`src/rtl/uart_rx.sv`:
```
// UART receiver: start + DATA_WIDTH data bits (LSB first) + even parity + stop, sampled on a 16x tick.
// Latency: rx_valid rises 1 clk after the baud tick at mid stop bit.
// Backpressure: single-entry holding register; a frame completing while it is full is dropped and flagged by overrun_err.
//
// Ports:
//   clk, rst          system clock, synchronous active-high reset
//   baud_x16_en       1-cycle oversample strobe, OVERSAMPLE per bit period
//   rx                asynchronous serial input, idle high
//   rx_ready          consumer handshake
//   rx_data/rx_valid  holding register contents and full flag
//   parity_err        qualifies rx_data: parity mismatch
//   frame_err         qualifies rx_data: stop bit sampled low
//   overrun_err       1-cycle pulse when a completed frame is dropped
//   rx_busy           receiver is inside a frame
module uart_rx #(
    parameter int DATA_WIDTH  = 8,
    parameter int OVERSAMPLE  = 16,
    parameter int SYNC_STAGES = 2
) (
    input  logic                  clk,
    input  logic                  rst,
    input  logic                  baud_x16_en,
    input  logic                  rx,
    input  logic                  rx_ready,
    output logic [DATA_WIDTH-1:0] rx_data,
    output logic                  rx_valid,
    output logic                  parity_err,
    output logic                  frame_err,
    output logic                  overrun_err,
    output logic                  rx_busy
);

    localparam int TW = $clog2(OVERSAMPLE);
    localparam int BW = $clog2(DATA_WIDTH) + 1;

    localparam logic [TW-1:0] TICK_MID = TW'(OVERSAMPLE / 2 - 1);
    localparam logic [TW-1:0] TICK_END = TW'(OVERSAMPLE - 1);
    localparam logic [BW-1:0] BIT_LAST = BW'(DATA_WIDTH - 1);

    typedef enum logic [2:0] {
        IDLE,
        START,
        DATA,
        PARITY,
        STOP
    } state_t;

    state_t                  state_q, state_d;
    logic [TW-1:0]           tick_cnt_q, tick_cnt_d;
    logic [BW-1:0]           bit_cnt_q, bit_cnt_d;
    logic [DATA_WIDTH-1:0]   shift_q, shift_d;
    logic                    par_bit_q, par_bit_d;
    logic                    armed_q, armed_d;
    logic [SYNC_STAGES-1:0]  sync_q;

    logic [DATA_WIDTH-1:0]   rx_data_q, rx_data_d;
    logic                    rx_valid_q, rx_valid_d;
    logic                    parity_err_q, parity_err_d;
    logic                    frame_err_q, frame_err_d;
    logic                    overrun_q, overrun_d;

    logic                    rx_s;
    logic                    commit;

    assign rx_s = sync_q[SYNC_STAGES-1];

    // Receive FSM; only moves on oversample ticks.
    always_comb begin
        state_d    = state_q;
        tick_cnt_d = tick_cnt_q;
        bit_cnt_d  = bit_cnt_q;
        shift_d    = shift_q;
        par_bit_d  = par_bit_q;
        armed_d    = armed_q;
        commit     = 1'b0;

        if (baud_x16_en) begin
            case (state_q)
                IDLE: begin
                    // A falling edge only counts once the line has been seen high,
                    // so a held break does not retrigger frames.
                    if (rx_s) begin
                        armed_d = 1'b1;
                    end else if (armed_q) begin
                        state_d    = START;
                        tick_cnt_d = '0;
                    end
                end
                START: begin
                    if (tick_cnt_q == TICK_MID) begin
                        if (rx_s) begin
                            // Glitch shorter than half a bit: false start.
                            state_d = IDLE;
                        end else begin
                            state_d    = DATA;
                            tick_cnt_d = '0;
                            bit_cnt_d  = '0;
                        end
                    end else begin
                        tick_cnt_d = tick_cnt_q + TW'(1);
                    end
                end
                DATA: begin
                    if (tick_cnt_q == TICK_END) begin
                        shift_d    = {rx_s, shift_q[DATA_WIDTH-1:1]};
                        bit_cnt_d  = bit_cnt_q + BW'(1);
                        tick_cnt_d = '0;
                        if (bit_cnt_q == BIT_LAST) begin
                            state_d = PARITY;
                        end
                    end else begin
                        tick_cnt_d = tick_cnt_q + TW'(1);
                    end
                end
                PARITY: begin
                    if (tick_cnt_q == TICK_END) begin
                        par_bit_d  = rx_s;
                        tick_cnt_d = '0;
                        state_d    = STOP;
                    end else begin
                        tick_cnt_d = tick_cnt_q + TW'(1);
                    end
                end
                STOP: begin
                    if (tick_cnt_q == TICK_END) begin
                        // Commit at mid stop bit leaves half a bit of slack for
                        // a back-to-back start edge.
                        commit     = 1'b1;
                        state_d    = IDLE;
                        armed_d    = rx_s;
                        tick_cnt_d = '0;
                    end else begin
                        tick_cnt_d = tick_cnt_q + TW'(1);
                    end
                end
                default: begin
                    state_d = IDLE;
                end
            endcase
        end
    end

    // Holding register and handshake; evaluated every clk.
    always_comb begin
        rx_data_d    = rx_data_q;
        rx_valid_d   = rx_valid_q;
        parity_err_d = parity_err_q;
        frame_err_d  = frame_err_q;
        overrun_d    = 1'b0;

        if (commit) begin
            if (!rx_valid_q || rx_ready) begin
                rx_data_d    = shift_q;
                parity_err_d = (^shift_q) ^ par_bit_q;
                frame_err_d  = ~rx_s;
                rx_valid_d   = 1'b1;
            end else begin
                overrun_d = 1'b1;
            end
        end else if (rx_valid_q && rx_ready) begin
            rx_valid_d = 1'b0;
        end
    end

    always_ff @(posedge clk) begin
        if (rst) begin
            state_q      <= IDLE;
            tick_cnt_q   <= '0;
            bit_cnt_q    <= '0;
            shift_q      <= '0;
            par_bit_q    <= 1'b0;
            armed_q      <= 1'b0;
            sync_q       <= '1;
            rx_data_q    <= '0;
            rx_valid_q   <= 1'b0;
            parity_err_q <= 1'b0;
            frame_err_q  <= 1'b0;
            overrun_q    <= 1'b0;
        end else begin
            state_q      <= state_d;
            tick_cnt_q   <= tick_cnt_d;
            bit_cnt_q    <= bit_cnt_d;
            shift_q      <= shift_d;
            par_bit_q    <= par_bit_d;
            armed_q      <= armed_d;
            sync_q       <= {sync_q[SYNC_STAGES-2:0], rx};
            rx_data_q    <= rx_data_d;
            rx_valid_q   <= rx_valid_d;
            parity_err_q <= parity_err_d;
            frame_err_q  <= frame_err_d;
            overrun_q    <= overrun_d;
        end
    end

    assign rx_data     = rx_data_q;
    assign rx_valid    = rx_valid_q;
    assign parity_err  = parity_err_q;
    assign frame_err   = frame_err_q;
    assign overrun_err = overrun_q;
    assign rx_busy     = (state_q != IDLE);

endmodule

```
`config.mk`:
```
export PLATFORM = sky130hd
export DESIGN_NAME = uart_rx
export DESIGN_NICKNAME = d
export VERILOG_FILES = /design/src/rtl/uart_rx.sv
export SDC_FILE = /design/constraint.sdc
export NUM_CORES = 1
export LEC_CHECK = 0
export ABC_AREA = 1
export CORE_MARGIN = 2
export CORE_UTILIZATION = 50
export CTS_BUF_LIST = sky130_fd_sc_hd__clkbuf_8
export CTS_CLUSTER_SIZE = 12
export DETAILED_ROUTE_END_ITERATION = 16
export GPL_ROUTABILITY_DRIVEN = 0
export MAX_ROUTING_LAYER = met4
export PLACE_DENSITY = 0.71
export SLEW_MARGIN = 10
export SYNTH_ARGS = -nofsm -noshare
export SYNTH_HDL_FRONTEND = slang
export SYNTH_SLANG_ARGS = --single-unit
```
`constraint.sdc`:
```
create_clock -name clk -period 2.1 [get_ports clk]
set_clock_uncertainty 0.2 [all_clocks]
set_input_delay 0.63 -clock clk [delete_from_list [all_inputs] [get_ports clk]]
set_output_delay 0.63 -clock clk [all_outputs]
set_load 0.05 [all_outputs]
```
==> impl_metrics.xml <==
<?xml version="1.0" encoding="UTF-8"?>
<metrics>
  <group name="grt">
    <metric name="vias_in_the_first_global_route" unit="">1483</metric>
    <metric name="global_route.usage.met3" unit="%">3.697</metric>
    <metric name="wire_length_of_the_first_global_routing_pass" unit="um">6334</metric>
    <metric name="met1_demand_to_capacity_share_in_global_routing" unit="%">26.41</metric>
    <metric name="grt_antenna_before_repair" unit="">0</metric>
    <metric name="grt.met2_usage" unit="%">30.73</metric>
    <metric name="grt.overflow.total" unit="">0</metric>
    <metric name="pin_count_of_the_biggest_net_entering_global_routing" unit="">21</metric>
    <metric name="most_crowded_layer_gr" unit="">met2</metric>
    <metric name="groute.usage.overall" unit="%">20.16</metric>
  </group>
  <group name="setup_path">
    <metric name="critPathMostFrequentCell" unit="">inv_1</metric>
    <metric name="crit_path_max_incr_delay" unit="ns">0.40</metric>
    <metric name="rr_worst_depth" unit="">10</metric>
    <metric name="worst-path-max-fanout" unit="">6</metric>
    <metric name="regToRegEndpoint" unit="">state_q[2]$_SDFFE_PP0P_</metric>
    <metric name="setup.worst_path.start_class" unit="">flop</metric>
    <metric name="critPathSlowestCell" unit="">dfxtp_2</metric>
    <metric name="critPathRequiredTime" unit="ns">1.27</metric>
    <metric name="setup.reg_to_reg.worst_slack" unit="ns">0.19</metric>
    <metric name="crit_type" unit="">flop to output pin</metric>
    <metric name="kind_of_end_point_of_the_critical_path" unit="">output pin</metric>
    <metric name="worst-endpoint-arrival" unit="ns">1.14</metric>
    <metric name="worstPathCellList" unit="">inv_1, nand2_1, nor2_2, inv_1, buf_12</metric>
    <metric name="reg2reg_from" unit="">tick_cnt_q[0]$_SDFFE_PP0P_</metric>
    <metric name="worstSetupStartpoint" unit="">state_q[1]$_SDFFE_PP0P_</metric>
  </group>
  <group name="route">
    <metric name="detail-route-antenna-nets" unit="">0</metric>
    <metric name="dr.first_iter.drc_count" unit="">50</metric>
    <metric name="avgViaCountPerCell" unit="">4.932</metric>
    <metric name="detail_route.drc_violations" unit="">0</metric>
    <metric name="drt_pre_antenna_iters" unit="">4</metric>
    <metric name="wire_per_inst" unit="um">10.86</metric>
    <metric name="totalWireLength" unit="um">3518</metric>
    <metric name="vias" unit="">1598</metric>
  </group>
  <group name="power">
    <metric name="leakage" unit="nW">1.000</metric>
    <metric name="cellPowerDensity" unit="nW/um2">672.2</metric>
    <metric name="combinational_share_of_power" unit="%">4.6</metric>
    <metric name="peak_supply_drop" unit="mV">0.4413</metric>
    <metric name="p_sw_share" unit="%">19.61</metric>
    <metric name="internal-power" unit="mW">1.167</metric>
    <metric name="seq_power_share" unit="%">46.4</metric>
    <metric name="finalPower" unit="mW">1.452</metric>
    <metric name="p_switching" unit="mW">0.2847</metric>
    <metric name="clkPwrFrac" unit="%">49.0</metric>
  </group>
  <group name="placed_design">
    <metric name="pre_cts_ws" unit="ns">-0.05342</metric>
    <metric name="dpl-instance-area" unit="um2">2022</metric>
    <metric name="post-place-cells" unit="">316</metric>
    <metric name="placement.io_buffers" unit="">17</metric>
    <metric name="detailed_place_hpwl" unit="um">2578</metric>
  </group>
  <group name="floorplanning">
    <metric name="dieArea" unit="um2">4105</metric>
    <metric name="design.core.area" unit="um2">3390</metric>
    <metric name="num_io_pins" unit="">18</metric>
    <metric name="start_util" unit="%">53.23</metric>
    <metric name="std_cell_rows" unit="">21</metric>
    <metric name="fp.dieW" unit="um">64.07</metric>
    <metric name="chipHeight" unit="um">64.07</metric>
  </group>
  <group name="cts">
    <metric name="postCtsResizedCells" unit="">0</metric>
    <metric name="clock_sink_total" unit="">35</metric>
    <metric name="clock_tree.buffer_depth" unit="">2</metric>
    <metric name="h_tree_levels" unit="">2</metric>
    <metric name="cts_hold_buffers" unit="">0</metric>
    <metric name="cts_root_buffer" unit="">clkbuf_8</metric>
    <metric name="clk_pin_slew" unit="ns">0.07</metric>
    <metric name="tritoncts" unit="">done</metric>
    <metric name="clkLatencyLatePin" unit="ns">0.28</metric>
    <metric name="post_cts_buffers" unit="">0</metric>
    <metric name="cts_inserted_buffers" unit="">5</metric>
  </group>
  <group name="synthesis">
    <metric name="post_synth_instance_area" unit="um2">1804</metric>
    <metric name="main_flop_type_after_synthesis" unit="">dfxtp_1</metric>
    <metric name="synth_largest_type_area_fraction" unit="%">38.83</metric>
    <metric name="synth_edf_count" unit="">0</metric>
    <metric name="ys_ff_latch" unit="">35</metric>
    <metric name="ys_top_cells_by_count" unit="">58 x nand2_1, 35 x dfxtp_1, 31 x inv_1, 29 x a21oi_1, 23 x nor2_1</metric>
    <metric name="synth-warning-count" unit="">0</metric>
    <metric name="synth.most_common_cell" unit="">nand2_1</metric>
    <metric name="synthesis.instances" unit="">255</metric>
    <metric name="postSynth.asyncResetShare" unit="%">0</metric>
    <metric name="syn-mean-instance-area" unit="um2">7.075</metric>
    <metric name="ys_top_cells_by_area" unit="">dfxtp_1 39%, nand2_1 12%, a21oi_1 8.0%, inv_1 6.4%, nor2_1 4.8%</metric>
    <metric name="post_synth_num_cell_types" unit="">30</metric>
    <metric name="syn_nets" unit="">262</metric>
    <metric name="synth.yosys.seq_area_share" unit="%">38.83</metric>
    <metric name="yosysTopAreaCell" unit="">dfxtp_1</metric>
  </group>
  <group name="status">
    <metric name="outcome" unit="">finished clean</metric>
  </group>
  <group name="final_layout">
    <metric name="multiInputGateArea" unit="um2">914.6</metric>
    <metric name="stdcell_count" unit="">324</metric>
    <metric name="postLayoutCoreUtil" unit="%">63.71</metric>
    <metric name="drive_gt1_share" unit="%">18.35</metric>
    <metric name="fillerInstances" unit="">315</metric>
    <metric name="count_of_antenna_diodes_in_the_layout" unit="">0</metric>
    <metric name="finalInstanceArea" unit="um2">2160</metric>
    <metric name="area_used_by_sequential_logic_in_the_layout" unit="um2">703.2</metric>
    <metric name="final_net_count" unit="">284</metric>
    <metric name="flow.area_growth_from_synthesis" unit="%">19.69</metric>
  </group>
  <group name="timing">
    <metric name="number_of_max_slew_violations_in_the_final_report" unit="">0</metric>
    <metric name="max-slew-margin-rel" unit="%">78.84</metric>
    <metric name="final_hold_vios" unit="">0</metric>
    <metric name="tightest_slew" unit="ns">0.3170</metric>
    <metric name="achievable-frequency" unit="MHz">507.0</metric>
    <metric name="final.hold.worst_slack" unit="ns">0.2095</metric>
    <metric name="layout_worst_path_cycle_share" unit="%">93.93</metric>
    <metric name="setup_viol" unit="">0</metric>
    <metric name="setup_ws" unit="ns">0.1275</metric>
    <metric name="timing.setup.tns" unit="ns">0</metric>
    <metric name="unrepaired_setup_endpoints_after_global_routing" unit="">false</metric>
    <metric name="layout_min_cycle_time" unit="ns">1.973</metric>
  </group>
  <group name="hold_path">
    <metric name="min_to" unit="">sync_q[1]$_SDFF_PP1_</metric>
    <metric name="holdCritPathClass" unit="">flop to flop</metric>
    <metric name="worstHoldPathCells" unit="">1</metric>
    <metric name="min_from" unit="">sync_q[0]$_SDFF_PP1_</metric>
  </group>
  <group name="flow_run">
    <metric name="drv_cap" unit="">0</metric>
  </group>
</metrics>
layer usage:
| layer | vias up | share of wire (%) |
|---|---|---|
| met3 | 7 | 4.5 |
| met4 | 0 | 1.6 |
| met5 | - | 0 |
| met1 | 713 | 50 |
| met2 | 26 | 44 |
| li1 | 852 | - |
cell families after synthesis:
family | Yosys count | synth area share, %
AOI/OAI and AO/OA | 56 | 16.30
xor gates and xnor gates | 5 | 2.428
adders and majority gates | 2 | 1.387
buffers and inverters | 44 | 10.61
DFF | 35 | 38.83
and+or+nand+nor | 113 | 30.44
layout make-up:
class	instances	share of cell area, %
Multi-Input combinational cell	176	42.35
Clock inverter	3	2.955
Timing Repair Buffer	22	9.849
Inverter	37	6.431
Tap cell	46	2.665
Sequential cell	35	32.56
Clock buffer	5	3.187
registers in the layout (all words and copies together) (netlist names):
| register | cells |
|---|---|
| overrun_err | 1 |
| frame_err | 1 |
| tick_cnt_q | 4 |
| rx_data | 8 |
| armed_q | 1 |
| par_bit_q | 1 |
| state_q | 3 |
| parity_err | 1 |
| shift_q | 8 |
| rx_valid | 1 |
| bit_cnt_q | 4 |
| sync_q | 2 |
power by group through the flow:
stage	combinational (mW)	clock, mW	sequential [mW]
after floorplan	0.0394	0	0.688
after global placement	0.0670	0	0.689
after detailed placement	0.0673	0	0.689
after CTS	0.0676	0.722	0.674
after global routing	0.0750	0.747	0.674
final	0.0672	0.711	0.674
worst max-delay path by stage:
stage | endpoint | slack, ns
global route | rx_busy | 0.05
floorplan | rx_busy | 0.34
global placement | parity_err$_SDFFE_PP0P_ | -0.05
finish | rx_busy | 0.13
detailed placement | parity_err$_SDFFE_PP0P_ | -0.05
CTS | rx_busy | 0.02
layout by cell type, fill, tap and decap left out:
master	count
nor2_2	4
nand2_1	58
nand3_1	12
nand2_2	3
o21ai_2	1
clkdlybuf4s50_1	4
nand4_1	1
dfxtp_2	2
o31ai_1	1
xnor2_1	2
nor2_1	22
a21oi_1	29
nor2_4	3
bufinv_16	2
a31oi_1	1
o2111ai_1	1
inv_1	32
ha_1	2
nor2_8	2
or2_2	2
dfxtp_1	33
nand3_4	1
o21ai_1	14
xor2_1	3
o21ai_0	8
buf_4	15
clkbuf_8	5
o21a_1	1
nor3_1	3
inv_2	6
buf_12	3
nand2_4	2
critical path: cells and delay by family, from the launching register on:
family | cells | cell delay [ns]
AND/OR/NAND/NOR | 2 | 0.15
flip-flops | 1 | 0.40
buffers and inverters | 3 | 0.31
Power figures use the tool's default switching activity.
